===== config.mk =====
export PLATFORM = sky130hd
export DESIGN_NAME = instr_sequencer
export DESIGN_NICKNAME = d
export VERILOG_FILES = /design/src/rtl/seq_pkg.sv /design/src/rtl/instr_mem.sv /design/src/rtl/instr_sequencer.sv
export SDC_FILE = /design/constraint.sdc
export NUM_CORES = 1
export LEC_CHECK = 0
export CORE_ASPECT_RATIO = 0.8
export CORE_UTILIZATION = 35
export CTS_CLUSTER_DIAMETER = 30
export DETAILED_ROUTE_END_ITERATION = 8
export PLACE_DENSITY = 0.64
export SLEW_MARGIN = 20
export SYNTH_ARGS = -nofsm -noshare
export SYNTH_HDL_FRONTEND = slang
export SYNTH_SLANG_ARGS = --single-unit

===== constraint.sdc =====
create_clock -name clk -period 2.6 [get_ports clk]
set_input_delay 0.52 -clock clk [delete_from_list [all_inputs] [get_ports clk]]
set_output_delay 0.52 -clock clk [all_outputs]
set_load 0.01 [all_outputs]

===== src/rtl/seq_pkg.sv =====
// Shared types, instruction field layout and instruction builders for the
// sequencer, the cpu and the benches.
package seq_pkg;

  // Sequencer FSM states
  typedef enum logic [2:0] {
    S_IDLE  = 3'd0,
    S_LOAD  = 3'd1,
    S_STRT  = 3'd2,
    S_WLOW  = 3'd3,
    S_WHIGH = 3'd4,
    S_DONE  = 3'd5,
    S_ERR   = 3'd6
  } seq_state_t;

  localparam int unsigned INSTR_W = 16;

  // Instruction field bit positions
  localparam int unsigned OPCODE_HI = 15;
  localparam int unsigned OPCODE_LO = 13;
  localparam int unsigned OP_HI     = 12;
  localparam int unsigned OP_LO     = 11;
  localparam int unsigned RN_HI     = 10;
  localparam int unsigned RN_LO     = 8;
  localparam int unsigned RD_HI     = 7;
  localparam int unsigned RD_LO     = 5;
  localparam int unsigned SH_HI     = 4;
  localparam int unsigned SH_LO     = 3;
  localparam int unsigned RM_HI     = 2;
  localparam int unsigned RM_LO     = 0;
  localparam int unsigned IMM8_HI   = 7;
  localparam int unsigned IMM8_LO   = 0;

  // Opcode / op encodings
  localparam logic [2:0] OPC_MOV    = 3'b110;
  localparam logic [2:0] OPC_ALU    = 3'b101;
  localparam logic [1:0] OP_MOV_IMM = 2'b10;
  localparam logic [1:0] OP_MOV_REG = 2'b00;
  localparam logic [1:0] OP_ADD     = 2'b00;
  localparam logic [1:0] OP_CMP     = 2'b01;
  localparam logic [1:0] OP_AND     = 2'b10;
  localparam logic [1:0] OP_MVN     = 2'b11;

  // Shifter encodings applied to the Rm operand
  localparam logic [1:0] SH_NONE = 2'b00;
  localparam logic [1:0] SH_LSL  = 2'b01;
  localparam logic [1:0] SH_LSR  = 2'b10;
  localparam logic [1:0] SH_ASR  = 2'b11;

  // Register-form instruction word
  typedef struct packed {
    logic [2:0] opcode;
    logic [1:0] op;
    logic [2:0] rn;
    logic [2:0] rd;
    logic [1:0] sh;
    logic [2:0] rm;
  } instr_t;

  // MOV Rn,#imm8
  function automatic logic [INSTR_W-1:0] mov_imm(input logic [2:0] rn,
                                                 input logic [7:0] imm8);
    return {OPC_MOV, OP_MOV_IMM, rn, imm8};
  endfunction

  // ALU-class instruction: ADD/CMP/AND/MVN Rd,Rn,Rm{,shift}
  function automatic logic [INSTR_W-1:0] alu_instr(input logic [1:0] op,
                                                   input logic [2:0] rn,
                                                   input logic [2:0] rd,
                                                   input logic [1:0] sh,
                                                   input logic [2:0] rm);
    instr_t w;
    w.opcode = OPC_ALU;
    w.op     = op;
    w.rn     = rn;
    w.rd     = rd;
    w.sh     = sh;
    w.rm     = rm;
    return w;
  endfunction

endpackage


===== src/rtl/instr_mem.sv =====
// Small program store: one synchronous write port, one asynchronous read port.
module instr_mem
  import seq_pkg::*;
#(
  parameter int unsigned DEPTH = 16,
  parameter int unsigned AW    = 4
) (
  input  logic               clk,
  input  logic               we,
  input  logic [AW-1:0]      waddr,
  input  logic [INSTR_W-1:0] wdata,
  input  logic [AW-1:0]      raddr,
  output logic [INSTR_W-1:0] rdata_c
);

  logic [INSTR_W-1:0] mem [DEPTH];

  // Write port; contents intentionally survive reset
  always_ff @(posedge clk) begin
    if (we) mem[waddr] <= wdata;
  end

  // Combinational read port
  assign rdata_c = mem[raddr];

endmodule


===== src/rtl/instr_sequencer.sv =====
// Issues a stored program to the cpu over its in/load/s/w handshake,
// one instruction at a time, with a per-phase timeout.
module instr_sequencer
  import seq_pkg::*;
#(
  parameter int unsigned DEPTH   = 16,
  parameter int unsigned AW      = 4,
  parameter int unsigned TIMEOUT = 64
) (
  input  logic               clk,
  input  logic               reset,
  input  logic               prog_we,
  input  logic [AW-1:0]      prog_addr,
  input  logic [INSTR_W-1:0] prog_data,
  input  logic [AW:0]        count,
  input  logic               start,
  input  logic               cpu_w,
  output logic [INSTR_W-1:0] cpu_in,
  output logic               cpu_load,
  output logic               cpu_s,
  output logic [AW:0]        pc,
  output logic               busy,
  output logic               done,
  output logic               err
);

  localparam int unsigned PW = AW + 1;
  localparam int unsigned TW = $clog2(TIMEOUT + 1);
  localparam logic [PW-1:0] DEPTH_P  = PW'(DEPTH);
  localparam logic [TW-1:0] TMO_LAST = TW'(TIMEOUT - 1);

  seq_state_t         state;
  logic [PW-1:0]      count_q;
  logic [TW-1:0]      tmo;

  logic               wr_en_c;
  logic [PW-1:0]      pc_inc_c;
  logic [PW-1:0]      count_clamp_c;
  logic [AW-1:0]      ld_addr_c;
  logic [INSTR_W-1:0] mem_rd_c;
  logic [INSTR_W-1:0] ld_data_c;
  logic               start_ok_c;
  logic               tmo_hit_c;

  // Writes are locked out while a program is running
  assign wr_en_c = prog_we & ~busy;

  assign pc_inc_c      = pc + PW'(1);
  assign count_clamp_c = (count > DEPTH_P) ? DEPTH_P : count;
  assign start_ok_c    = start & ((state == S_IDLE) | (state == S_DONE) | (state == S_ERR));
  assign tmo_hit_c     = (tmo == TMO_LAST);

  // Address of the instruction about to be loaded: next pc from WHIGH, else 0
  assign ld_addr_c = (state == S_WHIGH) ? pc_inc_c[AW-1:0] : AW'(0);

  instr_mem #(
    .DEPTH (DEPTH),
    .AW    (AW)
  ) u_mem (
    .clk     (clk),
    .we      (wr_en_c),
    .waddr   (prog_addr),
    .wdata   (prog_data),
    .raddr   (ld_addr_c),
    .rdata_c (mem_rd_c)
  );

  // Forward a same-cycle write so the first LOAD sees the new word
  assign ld_data_c = (wr_en_c && (prog_addr == ld_addr_c)) ? prog_data : mem_rd_c;

  // Sequencer FSM with registered handshake outputs, pc and timeout counter
  always_ff @(posedge clk or negedge reset) begin
    if (!reset) begin
      state    <= S_IDLE;
      count_q  <= '0;
      tmo      <= '0;
      cpu_in   <= '0;
      cpu_load <= 1'b0;
      cpu_s    <= 1'b0;
      pc       <= '0;
      busy     <= 1'b0;
      done     <= 1'b0;
      err      <= 1'b0;
    end else begin
      cpu_load <= 1'b0;
      cpu_s    <= 1'b0;
      done     <= 1'b0;

      case (state)
        S_IDLE, S_DONE, S_ERR: begin
          if (start_ok_c) begin
            count_q <= count_clamp_c;
            pc      <= '0;
            err     <= 1'b0;
            if (count_clamp_c == '0) begin
              state <= S_DONE;
              done  <= 1'b1;
              busy  <= 1'b0;
            end else begin
              state    <= S_LOAD;
              cpu_in   <= ld_data_c;
              cpu_load <= 1'b1;
              busy     <= 1'b1;
            end
          end else if (state == S_DONE) begin
            state <= S_IDLE;
          end
        end

        S_LOAD: begin
          state <= S_STRT;
          cpu_s <= 1'b1;
        end

        S_STRT: begin
          state <= S_WLOW;
          tmo   <= '0;
        end

        S_WLOW: begin
          if (!cpu_w) begin
            state <= S_WHIGH;
            tmo   <= '0;
          end else if (tmo_hit_c) begin
            state <= S_ERR;
            err   <= 1'b1;
            busy  <= 1'b0;
          end else begin
            tmo <= tmo + TW'(1);
          end
        end

        S_WHIGH: begin
          if (cpu_w) begin
            pc <= pc_inc_c;
            if (pc_inc_c == count_q) begin
              state <= S_DONE;
              done  <= 1'b1;
              busy  <= 1'b0;
            end else begin
              state    <= S_LOAD;
              cpu_in   <= ld_data_c;
              cpu_load <= 1'b1;
            end
          end else if (tmo_hit_c) begin
            state <= S_ERR;
            err   <= 1'b1;
            busy  <= 1'b0;
          end else begin
            tmo <= tmo + TW'(1);
          end
        end

        default: state <= S_IDLE;
      endcase
    end
  end

endmodule


==> metrics.yaml, run 1 <==
outcome:
  outcome: "completed"
setup_path:
  required_ps: 2080
  r2r_cells: 7
  r2r_slack_ps: 180
  reg2reg_to: "cpu_in[3]"
  critPathKind: "reg2out"
  slowest_stage: "clkdlybuf4s50_1"
  crit_chain: "buf_12 > clkdlybuf4s50_1"
  arrival_ps: 1930
  crit_fanout: 53
  crit_path_start_kind: "register"
  cp-end-kind: "primary output"
  cpPeakStageDelay_ps: 630
  timing.rr.start: "state[1]"
  worst-path-buf-inv: 2
  crit_family: "buffers and inverters"
final_layout:
  multi_input_area_um2: 3500
  nets: 1028
  area.sequential_um2: 8710
  fill_cells: 3141
  areaGrowthSynthToFinish_pct: 25.1
  drive_gt1_share_pct: 19.2
  fin_util_pct: 44.7
  diodes: 0
sta:
  setup_violations: 0
  fin_worst_skew_ps: 16.4
  fmax_mhz: 408
  hold_violations: 0
  period_needed_ps: 2450
  rsz0062_at_grt: "false"
  tightest_slew_ps: 714
  slew_viol_final: 0
  post-route-period-util_pct: 94.4
  maxSlewHeadroom_pct: 52.3
  setup_tns_ps: 0
detailed_routing:
  postRouteAntennaNets: 0
  drtPass1Iterations: 5
  wl_um: 33200
  drc: 0
  wl_per_cell_um: 22.1
  drt_iter0_markers: 767
  via_per_inst: 5.45
  dr_total_vias: 8191
clocking:
  hold_buffers: 0
  cts.path.max_buffers: 3
  root_buffer: "clkbuf_16"
  numCtsBuffers: 45
  clock_sinks: 297
  tritoncts: "yes"
  cts.clk_slew.worst_paths_ps: 50
  clk_latency_ps: 560
  htreeDepth: 2
grt:
  grt_pass1_vias: 8099
  grt_pass1_wl_um: 50500
  antenna_found_initial: 0
  globalRouteTotalUtil_pct: 18.7
  grt_overflow: 0
  grt_max_degree: 54
synth:
  yosysTopAreaCell: "edfxtp_1"
  synth.distinct_cells: 64
  yosysTopAreaCellShare_pct: 61.7
  postSynthCellCount: 879
  synth_area_leaders: "edfxtp_1 (62%), dfrtp_1 (8.2%), mux2i_1 (2.5%)"
  synth_seq_cells: 297
  synthArstFlopShare_pct: 13.8
  yosysWarnings: 0
  synth_area_um2: 12500
  ys.flop_type: "edfxtp_1"
  synth_edf_count: 256
  synth_area_per_cell_um2: 14.2
  synth_fp_nets: 911
  yosysSeqAreaShare_pct: 69.9
floorplan:
  start_util_pct: 35.7
  die_width_um: 213
  rows: 61
  die_area_um2: 36400
  coreArea_um2: 34900
  die_h_um: 171
  pin_count: 56
place:
  io_buffers: 55
  gp_congestion: 0.806
  post-dp-hpwl_um: 21000
pwr:
  powerDensity_nw_per_um2: 911
  p_leak_nw: 5.23
  irDropWorstVdd_mv: 0.457
min_path:
  hp-class: "in2async"
run:
  drv_cap: 0
## cells by family (layout without fill, tap and decap cells)
group,count (synthesis),count (layout),share of synthesized area [%]
DFF,297,297,69.9
and+or+nand+nor,194,194,7.65
adders and majority gates,2,2,0.201
AOI/OAI and AO/OA,253,253,13.7
muxes,44,44,4.30
xor gates and xnor gates,18,18,1.55
buffers and inverters,71,224,2.74
## state kept, by name, indices dropped and copies added, names as in the netlist
signal     cells
busy           1
count_q        5
cpu_in        16
cpu_load       1
cpu_s          1
done           1
err            1
pc             5
state          3
tmo            7
u_mem.mem    256
## worst register-to-register path, cell delays in order (launching register included)
cell     delay [ps]
dfrtp_1         510
nor3b_4         420
buf_4           350
a31o_1          210
a21oi_1          40
o32a_1          330
o311a_1         330
o21ai_1         140
## worst max-delay path by stage
stage               depth (start not counted)                end  slack, ps     from
global placement                            5  u_mem.mem[15][13]        180  prog_we
CTS                                         9          cpu_in[3]         80    pc[0]
global route                                8          cpu_in[3]         20    pc[0]
detailed placement                          8          cpu_in[6]        110    pc[0]
finish                                      2              pc[0]        150    pc[0]
floorplan                                   3    u_mem.mem[0][0]         90     busy
## final cells by class
type | instances | share of cell area, %
Clock buffer | 49 | 7.45
Inverter | 5 | 0.120
Sequential cell | 297 | 55.9
Clock inverter | 34 | 2.21
Multi-Input combinational cell | 511 | 22.4
Tap cell | 472 | 3.79
Timing Repair Buffer | 136 | 8.12
## synthesized netlist by cell type (16+ instances only)
master and count:
buf_2 24, dfrtp_1 41, nand2_1 62, o21ai_0 39
a21oi_1 58, o22ai_1 16, a31oi_1 21, o21ai_1 18
nand3_1 20, edfxtp_1 256, mux2i_1 31, nor3_1 25
nor2_1 37, clkbuf_1 28, o211ai_1 16
## layer usage
metal | share of wire (%) | track usage, %
met5 | 0 | 0
met4 | 1.7 | 4.88
met3 | 7.5 | 4.04
met2 | 44 | 27.5
met1 | 47 | 27.8
## cells in the final DEF (no fill, tap or decap), types with 5 or more instances in the layout
cell type,n
clkdlybuf4s50_1,54
buf_12,9
nor3_1,21
o221a_2,6
mux2_2,6
o21ai_0,39
clkbuf_16,46
o32a_1,9
o22ai_1,16
nand2b_1,10
buf_4,72
nor2b_1,9
nor2_1,36
edfxtp_1,256
a21oi_1,58
o21ai_1,18
mux4_2,7
mux2i_1,31
a31oi_1,21
o311a_1,7
nand2_1,62
o211ai_1,16
o221ai_1,15
nand3_1,20
xnor2_1,9
o211a_1,7
clkinv_2,6
a211oi_1,13
dfrtp_1,40
xor2_1,5
clkinvlp_4,8
a31o_1,6
o311ai_0,6
inv_6,6
or3_1,8
clkinv_1,5
## per-stage QoR
stage               setup slack, ps  hold WS, ps  power, mW  instances  instance area [µm²]
floorplan                      94.7          224       7.17        879                12500
global placement                184          475       8.27       1421                14100
detailed placement              112          490       8.30       1421                14100
CTS                            80.5         84.8       14.3       1504                15600
global route                   18.9          106       14.8       1504                15600
finish                          146         79.8       14.2       1504                15600
## power by group
group	leakage [nW]	internal, mW	switching [mW]	total (mW)
registers	2.84	5.48	0.252	5.74
clock network	0.716	3.68	2.29	5.97
logic	1.68	1.07	1.43	2.50
total	5.23	10.2	3.97	14.2
## what timing repair did
| action | 4_1_cts | 5_1_grt |
|---|---|---|
| endpoints found under the setup margin | 0 | 12 |
| setup buffers | 0 | 0 |
| gates resized for setup | 0 | 3 |
No activity file was read; power rests on OpenSTA's default activity.
==> inputs of run 2 (changes only) <==
--- a/config.mk
+++ b/config.mk
@@ -9,7 +9,8 @@
 export CORE_UTILIZATION = 35
 export CTS_CLUSTER_DIAMETER = 30
 export DETAILED_ROUTE_END_ITERATION = 8
-export PLACE_DENSITY = 0.64
+export PLACE_DENSITY = 0.62
+export SKIP_CTS_REPAIR_TIMING = 1
 export SLEW_MARGIN = 20
 export SYNTH_ARGS = -nofsm -noshare
 export SYNTH_HDL_FRONTEND = slang
==> constraint.sdc (replaced) <==
create_clock -name clk -period 2.5 [get_ports clk]
set_input_delay 0.5 -clock clk [delete_from_list [all_inputs] [get_ports clk]]
set_output_delay 0.5 -clock clk [all_outputs]
set_load 0.01 [all_outputs]
==> run 2 against run 1 <==
Count of clock-buffer cells in the layout rose by 10. Sequential power up 4.4%. Routed wire length grew 0.94%. Via count up 1.6%. Final cell count is 1.2% higher. Highest routed layer unchanged. Combinational power rose by 5%. Clock power rose by 19%. Core utilization increased by 1.2 points.
==> metrics.yaml, run 2 (same netlist as run 1, synthesis figures left out) <==
grt:
  grt_pass1_vias: 8173  # +0.91%
  grt_overflow: 0  # unchanged
  globalRouteTotalUtil_pct: 18.7  # +0.034 points
  grt_pass1_wl_um: 50500  # about the same
  antenna_found_initial: 0  # unchanged
  grt_max_degree: 31  # -43%
final_layout:
  fill_cells: 3056  # -2.7%
  instances_no_fill: 1522  # +1.2%
  largest-register: "u_mem.mem"
  drive_gt1_share_pct: 20.3  # +1.1 points
  final_cell_mix: "edfxtp_1 (256), buf_4 (67), nand2_1 (62)"
  multi_input_area_um2: 3500  # +0.14%
  largest_reg_flops: 256  # unchanged
  area.sequential_um2: 8710  # unchanged
  areaGrowthSynthToFinish_pct: 28.4
  diodes: 0  # unchanged
  top_regs: "u_mem.mem: 256 flops, cpu_in: 16 flops, tmo: 7 flops"
  nets: 1040  # +1.2%
  final_common_cell: "edfxtp_1"
  final_cell_area_um2: 16000  # +2.6%
detailed_routing:
  postRouteAntennaNets: 0  # unchanged
  via_per_inst: 5.47  # +0.37%
  drtPass1Iterations: 5  # unchanged
  drt_iter0_markers: 874  # +14%
  dr_total_vias: 8320  # +1.6%
  wl_per_cell_um: 22.0  # -0.26%
  drc: 0  # unchanged
  wl_um: 33600  # +0.94%
sta:
  setup_violations: 0  # unchanged
  slew_viol_final: 0  # unchanged
  post-route-period-util_pct: 94.0
  period_needed_ps: 2350
  tightest_slew_ps: 992  # +279 ps
  hold_violations: 0  # unchanged
  rsz0062_at_grt: "false"
  maxSlewHeadroom_pct: 33.6  # -19 points
  fin_ws_ps: 151  # +4.81 ps
  fmax_mhz: 426
  setup_tns_ps: 0  # unchanged
  fin_worst_skew_ps: 19.5  # +3.13 ps
floorplan:
  start_util_pct: 35.7  # unchanged
  die_area_um2: 36400  # unchanged
  coreArea_um2: 34900  # unchanged
  rows: 61  # unchanged
  die_h_um: 171  # unchanged
  die_width_um: 213  # unchanged
  pin_count: 56  # unchanged
place:
  post-place-ws_ps: 140  # +28.8 ps
  io_buffers: 55  # unchanged
  placedCellCount: 1425  # +0.28%
  placed_cell_area_um2: 14200  # +1.0%
  post-dp-hpwl_um: 21200  # +1.1%
  gp_congestion: 0.845  # +4.8%
setup_path:
  arrival_ps: 2800  # +870 ps
  crit_path_start_kind: "register"
  crit_fanout: 17  # -68%
  critPathKind: "reg2reg"
  crit_chain: "or3b_1 > buf_4 > o21ai_0 > a21oi_1 > o211ai_1 > o211a_1 > o21ai_1"
  required_ps: 2950  # +870 ps
  r2r_slack_ps: 150  # -30 ps
  cp-end-kind: "register"
  cpPeakStageDelay_ps: 570  # -60 ps
  slowest_stage: "or3b_1"
pwr:
  irDropWorstVdd_mv: 0.538  # +18%
  powerDensity_nw_per_um2: 982  # +7.8%
  p_leak_nw: 5.41  # +3.4%
  total_power_mw: 15.7  # +11%
clocking:
  clk_latency_ps: 560  # about the same
  tritoncts: "yes"
  root_buffer: "clkbuf_16"
  cts.clk_slew.worst_paths_ps: 50  # about the same
  htreeDepth: 2  # unchanged
  numCtsBuffers: 52  # +16%
  clock_sinks: 297  # unchanged
  cts.path.max_buffers: 3  # unchanged
outcome:
  outcome: "completed"
min_path:
  hp-class: "in2async"
run:
  drv_cap: 0  # unchanged
run 2: cell count changes in the layout (fill, tap and decap cells not counted), moves of 4 or more:
cell | previous run | this run
buf_12 | 9 | 17
nor2_1 | 36 | 32
buf_4 | 72 | 67
clkbuf_16 | 46 | 53
nor2_2 | 2 | 6
run 2: metrics by stage:
stage,utilization [%],hold WS [ps]
floorplan,-,204
finish,45.9,457
global route,45.9,509
CTS,45.8,-90.5
global placement,40.8,480
detailed placement,40.8,484
run 2: final timing paths:
kind,depth (start not counted),from,end
min in group clk,2,cpu_in[10],cpu_in[10]
max,7,state[1],cpu_in[0]
max reg2reg,7,state[1],cpu_in[0]
min reg2reg,2,cpu_in[10],cpu_in[10]
min,2,reset,tmo[6]
max in group asynchronous,3,reset,state[1]
run 2: worst max-delay path, delay by kind of cell (launching register included):
family | cells | cell delay (ps)
compound gates | 5 | 880
buf+inv | 1 | 270
flops | 1 | 520
simple gates | 1 | 570
run 2: final cells by class:
cell class,count,share of cell area (%)
Tap cell,472,3.69
Sequential cell,297,54.5
Multi-Input combinational cell,511,21.9
Timing Repair Buffer,141,8.81
Clock buffer,59,8.43
Inverter,5,0.133
Clock inverter,37,2.58
run 2: report_power, final:
part           leakage, nW  internal (mW)  total [mW]  switching [mW]
registers             2.84           5.71        5.99           0.286
logic                 1.72           1.16        2.63            1.47
clock network        0.849           4.61        7.09            2.48
run 2: routing by layer:
metal	share of wire, %	vias up	global-route usage (%)	wire length (µm)
met2	44	386	27.5	14700
met4	2.1	0	5.51	721
met3	8.0	53	4.37	2700
li1	-	3742	-	-
met5	0	-	0	0
met1	46	4139	27.5	15500
==> inputs of run 3 (changes only) <==
--- a/config.mk
+++ b/config.mk
@@ -9,6 +9,7 @@
 export CORE_UTILIZATION = 35
 export CTS_CLUSTER_DIAMETER = 30
 export DETAILED_ROUTE_END_ITERATION = 8
+export GPL_TIMING_DRIVEN = 1
 export PLACE_DENSITY = 0.62
 export SKIP_CTS_REPAIR_TIMING = 1
 export SLEW_MARGIN = 20
==> results of run 3 <==
Final layout, timing and power as in run 2 (identical DEF).
